### src/rtl/lap_stopwatch.sv
// BCD mm:ss stopwatch core with LAP_DEPTH lap registers and recall.
// Optional macro LAP_RING_EN: a full lap memory overwrites its oldest entry.
module lap_stopwatch #(
  parameter int MAX_MIN   = 59,
  parameter int LAP_DEPTH = 4,
  parameter int LW        = $clog2(LAP_DEPTH + 1)
) (
  input  logic          clk,
  input  logic          rst,
  input  logic          tick,
  input  logic          start_pb,
  input  logic          lap_pb,
  input  logic          recall_pb,
  output logic [3:0]    dig0,
  output logic [3:0]    dig1,
  output logic [3:0]    dig2,
  output logic [3:0]    dig3,
  output logic          running,
  output logic          recall_on,
  output logic [LW-1:0] lap_cnt,
  output logic          lap_full,
  output logic          ovf
);

  localparam int PW = (LAP_DEPTH > 1) ? $clog2(LAP_DEPTH) : 1;
  localparam logic [7:0] MAX_BCD = {4'(MAX_MIN / 10), 4'(MAX_MIN % 10)};

  typedef enum logic [2:0] {IDLE, RUN, LAP_HOLD, PAUSE, RECALL} state_t;

  state_t        state;
  logic [15:0]   live, live_inc, live_nx, disp;
  logic [15:0]   laps [LAP_DEPTH];
  logic [PW-1:0] idx, wr_ptr, wr_ptr_inc, oldest, rd_next;
  logic          wrap, counting;

  function automatic logic [PW-1:0] slot_add(input logic [PW-1:0] a, input logic [PW-1:0] b);
    logic [PW:0] s;
    s = {1'b0, a} + {1'b0, b};
    if (s >= (PW+1)'(LAP_DEPTH)) s = s - (PW+1)'(LAP_DEPTH);
    return s[PW-1:0];
  endfunction

  // BCD increment of {min_t, min_u, sec_t, sec_u}; wraps to 00:00 after MAX_MIN:59
  always_comb begin
    live_inc = live;
    wrap     = 1'b0;
    if (live[3:0] != 4'd9) begin
      live_inc[3:0] = live[3:0] + 4'd1;
    end else begin
      live_inc[3:0] = 4'd0;
      if (live[7:4] != 4'd5) begin
        live_inc[7:4] = live[7:4] + 4'd1;
      end else begin
        live_inc[7:4] = 4'd0;
        if (live[15:8] == MAX_BCD) begin
          live_inc = '0;
          wrap     = 1'b1;
        end else if (live[11:8] != 4'd9) begin
          live_inc[11:8] = live[11:8] + 4'd1;
        end else begin
          live_inc[11:8]  = 4'd0;
          live_inc[15:12] = live[15:12] + 4'd1;
        end
      end
    end
  end

  assign counting   = tick && (state == RUN || state == LAP_HOLD);
  assign live_nx    = counting ? live_inc : live;
  assign wr_ptr_inc = (wr_ptr == PW'(LAP_DEPTH - 1)) ? '0 : wr_ptr + PW'(1);
  assign rd_next    = slot_add(oldest, idx + PW'(1));

  // Once the ring has wrapped, the next write position holds the oldest lap
`ifdef LAP_RING_EN
  assign oldest = lap_full ? wr_ptr : '0;
`else
  assign oldest = '0;
`endif

  assign {dig3, dig2, dig1, dig0} = disp;

  always_ff @(posedge clk) begin
    if (rst) begin
      state     <= IDLE;
      live      <= '0;
      disp      <= '0;
      idx       <= '0;
      wr_ptr    <= '0;
      lap_cnt   <= '0;
      lap_full  <= 1'b0;
      ovf       <= 1'b0;
      running   <= 1'b0;
      recall_on <= 1'b0;
      for (int i = 0; i < LAP_DEPTH; i++) laps[i] <= '0;
    end else begin
      live <= live_nx;
      if (counting && wrap) ovf <= 1'b1;
      case (state)
        IDLE: begin
          if (start_pb) begin
            state   <= RUN;
            running <= 1'b1;
          end
        end
        RUN: begin
          disp <= live_nx;
          if (start_pb) begin
            state   <= PAUSE;
            running <= 1'b0;
          end else if (lap_pb) begin
            // Capture the pre-tick value; a coincident tick only reaches live
            state <= LAP_HOLD;
            disp  <= live;
            if (!lap_full) begin
              laps[wr_ptr] <= live;
              wr_ptr       <= wr_ptr_inc;
              lap_cnt      <= lap_cnt + LW'(1);
              lap_full     <= (lap_cnt + LW'(1)) == LW'(LAP_DEPTH);
            end
`ifdef LAP_RING_EN
            else begin
              laps[wr_ptr] <= live;
              wr_ptr       <= wr_ptr_inc;
            end
`endif
          end
        end
        LAP_HOLD: begin
          if (start_pb) begin
            state   <= PAUSE;
            running <= 1'b0;
            disp    <= live_nx;
          end else if (lap_pb) begin
            state <= RUN;
            disp  <= live_nx;
          end
        end
        PAUSE: begin
          if (start_pb) begin
            state   <= RUN;
            running <= 1'b1;
          end else if (lap_pb) begin
            state    <= IDLE;
            live     <= '0;
            disp     <= '0;
            ovf      <= 1'b0;
            lap_cnt  <= '0;
            lap_full <= 1'b0;
            wr_ptr   <= '0;
            for (int i = 0; i < LAP_DEPTH; i++) laps[i] <= '0;
          end else if (recall_pb && lap_cnt != '0) begin
            state     <= RECALL;
            recall_on <= 1'b1;
            idx       <= '0;
            disp      <= laps[oldest];
          end
        end
        RECALL: begin
          if (start_pb) begin
            state     <= RUN;
            running   <= 1'b1;
            recall_on <= 1'b0;
            disp      <= live;
          end else if (lap_pb || (recall_pb && (LW'(idx) + LW'(1)) == lap_cnt)) begin
            state     <= PAUSE;
            recall_on <= 1'b0;
            disp      <= live;
          end else if (recall_pb) begin
            idx  <= idx + PW'(1);
            disp <= laps[rd_next];
          end
        end
        default: state <= IDLE;
      endcase
    end
  end

endmodule

### config.mk
export PLATFORM = sky130hd
export DESIGN_NAME = lap_stopwatch
export DESIGN_NICKNAME = d
export VERILOG_FILES = /design/src/rtl/lap_stopwatch.sv
export SDC_FILE = /design/constraint.sdc
export NUM_CORES = 1
export LEC_CHECK = 0
export CAP_MARGIN = 25
export CORE_MARGIN = 8
export CORE_UTILIZATION = 55
export CTS_CLUSTER_SIZE = 10
export DETAILED_ROUTE_END_ITERATION = 12
export PLACE_DENSITY = 0.84
export SLEW_MARGIN = 20
export SYNTH_ARGS = -nofsm -noshare
export SYNTH_HDL_FRONTEND = slang
export SYNTH_SLANG_ARGS = --single-unit
### constraint.sdc
create_clock -name clk -period 2.3 [get_ports clk]
set_input_delay 0.46 -clock clk [delete_from_list [all_inputs] [get_ports clk]]
set_output_delay 0.46 -clock clk [all_outputs]
set_load 0.05 [all_outputs]
==> results.yml <==
clocking:
  clock_path_buffers: 2
  cts_made_buffers: 9
  cts.sinks: 110
  clk_pin_slew_ps: 110
  insertion_delay_ps: 390
  tritoncts: "done"
  holdBufCountCts: 0
  post-cts-setup-buffers: 0
  cts_htree_levels: 3
  cts_root_buffer: "clkbuf_8"
finish:
  drive_gt1_frac: 0.238
  n_antenna_cell: 0
  nets: 710
  final_cells: 837
  area_delta_synth_final_pct: 22.4
  fillCellCount: 791
setup_path:
  crit_path_start_kind: "register"
  crit_type: "register to register"
  required_ps: 2600
  path_common_cell: "buf_4"
  crit_chain: "ha_4 -> xor2_2 -> buf_4 -> o41a_1 -> buf_4 -> mux2i_1 -> o211a_1 -> a311oi_1"
  cp_num_buf_inv: 2
  r2r-start: "idx[0]"
  cp_data_arrival_time_ps: 2540
  rrSetupSlack_ps: 60
  cp_max_fo: 5
  max_stage_delay_ps: 430
  endpoint_kind: "register"
  r2r_end: "disp[12]"
  cpLargestDelayFamily: "compound AO/OA/AOI/OAI gates"
  cp_slowest_cell: "o41a_1"
  r2r_cells: 8
sta:
  slew_headroom: 0.551
  setup_viol: 0
  worstMarginPinSlew_ps: 667
  fin_ws_ps: 61.6
  fin_skew_ps: 9.14
  finalHoldViolations: 0
  setup_tns_ps: 0
  period_share: 0.973
  fin_crit_ps: 2240
  drv_slew: 0
  fmax_mhz: 447
placed_design:
  dp_cells: 821
  portBuffers: 28
  hpwl_um: 13700
  dp_slack_ps: -318
  gp_congestion: 0.974
logic_synthesis:
  netlist_instances: 604
  ys.flop_type: "edfxtp_1"
  yosysWarnings: 0
  avgSynthCellArea_um2: 10.2
  synth_cell_types: 71
  yosys-top-cells-area: "edfxtp_1 (31%), dfxtp_1 (15%), and3_1 (6.6%)"
  ys_seq_area_frac: 0.463
  synth.largest_area_cell: "edfxtp_1"
  synth_top_area_frac: 0.313
  synth_edf_count: 64
  async_reset_ff_frac: 0
  ys_ff_latch: 110
  syn_area_um2: 6140
  synth_nets: 622
floorplanning:
  start_util: 0.564
  die_h_um: 122
  ios: 29
  die_x_um: 122
  dieArea_um2: 14800
  rows: 38
  core-area_um2: 10900
global_route:
  antenna_found_initial: 0
  grt_max_degree: 39
  grtUsageTotal: 0.251
  first_global_vias: 5138
  overflow: 0
  grt_first_pass_wirelength_um: 28700
routing:
  drtIter0Drc: 784
  drc: 0
  finalWirelength_um: 18500
  wire_per_inst_um: 22.1
  antenna_left: 0
  firstDrtPassIters: 7
  vias: 5499
  viasPerCell: 6.57
flow_run:
  drv_cap: 0
worst_hold_path:
  min-delay-path-class: "register to register"
  worstHoldStart: "running"
  worstHoldEndpoint: "running"
  whs_path_depth: 2
run_status:
  status: "complete, no violations"
power_and_ir_drop:
  power_density_nw_per_um2: 573
  leakage_nw: 2.98
  ir_drop_mv: 0.380
==> where the power goes <==
part | internal [W] | switching [W] | total, W
Sequential | 0.00217 | 0.0000506 | 0.00222
Combinational | 0.000317 | 0.000514 | 0.000830
Clock | 0.000521 | 0.000737 | 0.00126
Total | 0.00301 | 0.00130 | 0.00431
==> metal layers <==
| layer | track usage | routed length, um | vias up |
|---|---|---|---|
| met1 | 0.343 | 7550 | 2668 |
| met4 | 0.130 | 727 | 0 |
| met2 | 0.373 | 8360 | 308 |
| met5 | 0 | 0 | - |
| li1 | - | - | 2467 |
| met3 | 0.0458 | 1900 | 56 |
==> cells in the mapped netlist (8+ instances only) <==
master / n
and3_1: 65
edfxtp_1: 64
nor2_1: 55
clkbuf_1: 47
dfxtp_1: 46
o21ai_0: 26
a21oi_1: 25
nand2_1: 25
a311oi_1: 16
mux4_2: 16
inv_1: 14
nand3_1: 14
nor3_1: 13
ha_1: 12
nor3b_1: 10
a21o_1: 8
==> placed cells by master, fill, tap and decap left out, types with 7 or more instances in the layout <==
cell type / count
a311oi_1: 14
and3_1: 65
nor3b_1: 10
nor3_1: 13
inv_1: 14
o21a_1: 7
nor4_1: 7
clkdlybuf4s50_1: 28
a21oi_1: 25
nand3_1: 14
clkbuf_8: 9
a31oi_1: 7
dfxtp_1: 43
o21ai_0: 26
nand2_1: 25
nor2_1: 55
nand2b_1: 7
ha_1: 11
edfxtp_1: 64
mux4_2: 16
buf_4: 97
nor2b_1: 7
==> worst register-to-register path, stage by stage, from the launching register on <==
cell      delay [ps]
dfxtp_2          360
ha_4             250
xor2_2           190
buf_4            150
o41a_1           430
buf_4            190
mux2i_1          120
o211a_1          230
a311oi_1         250
==> cell families (layout without fill, tap and decap cells) <==
kind of cell    Yosys count  after routing  synth area share
buf+inv                  69            162            0.0448
simple gates            239            239             0.217
fa+ha+maj                12             12            0.0244
mux                      23             23            0.0705
flops                   110            110             0.463
xor+xnor                 11             11            0.0169
compound gates          140            140             0.164
==> worst max path at each step <==
stage	to	from	slack, ps	depth (start not counted)
finish	disp[12]	idx[0]	60	8
global route	disp[12]	idx[0]	-7	8
CTS	disp[15]	idx[0]	0.4	8
detailed placement	disp[7]	recall_pb	-320	8
global placement	disp[7]	recall_pb	-400	8
floorplan	laps[0][0]	lap_pb	10	6
==> through the flow <==
step | hold slack, ps | power (W) | cell area, um^2 | utilization
final | 480 | 0.00431 | 7520 | 0.691
after global routing | 509 | 0.00444 | 7520 | 0.691
after CTS | 481 | 0.00430 | 7470 | 0.686
after floorplan | 450 | 0.00271 | 6150 | -
after detailed placement | 464 | 0.00307 | 7240 | 0.665
after global placement | 443 | 0.00306 | 7240 | 0.665
==> sequential cells by signal (all words and copies together) (netlist names) <==
signal / flops
disp: 16
idx: 2
lap_cnt: 3
lap_full: 1
laps: 64
live: 16
ovf: 1
recall_on: 1
running: 1
state: 3
wr_ptr: 2
==> timing repair <==
item | CTS | global route
resized for setup | 6 | 9
pin swaps | 0 | 1
endpoints found under the setup margin | 4 | 13
==> layout make-up <==
type	count	area, um^2	area share
inverter	14	52.6	0.00699
clock inverter	7	78.8	0.0105
sequential	110	2850	0.379
multi-input combinational	425	3110	0.414
timing repair buffer	132	1130	0.150
tap	140	175	0.0233
clock buffer	9	124	0.0165
No activity file was read; power rests on OpenSTA's default activity.
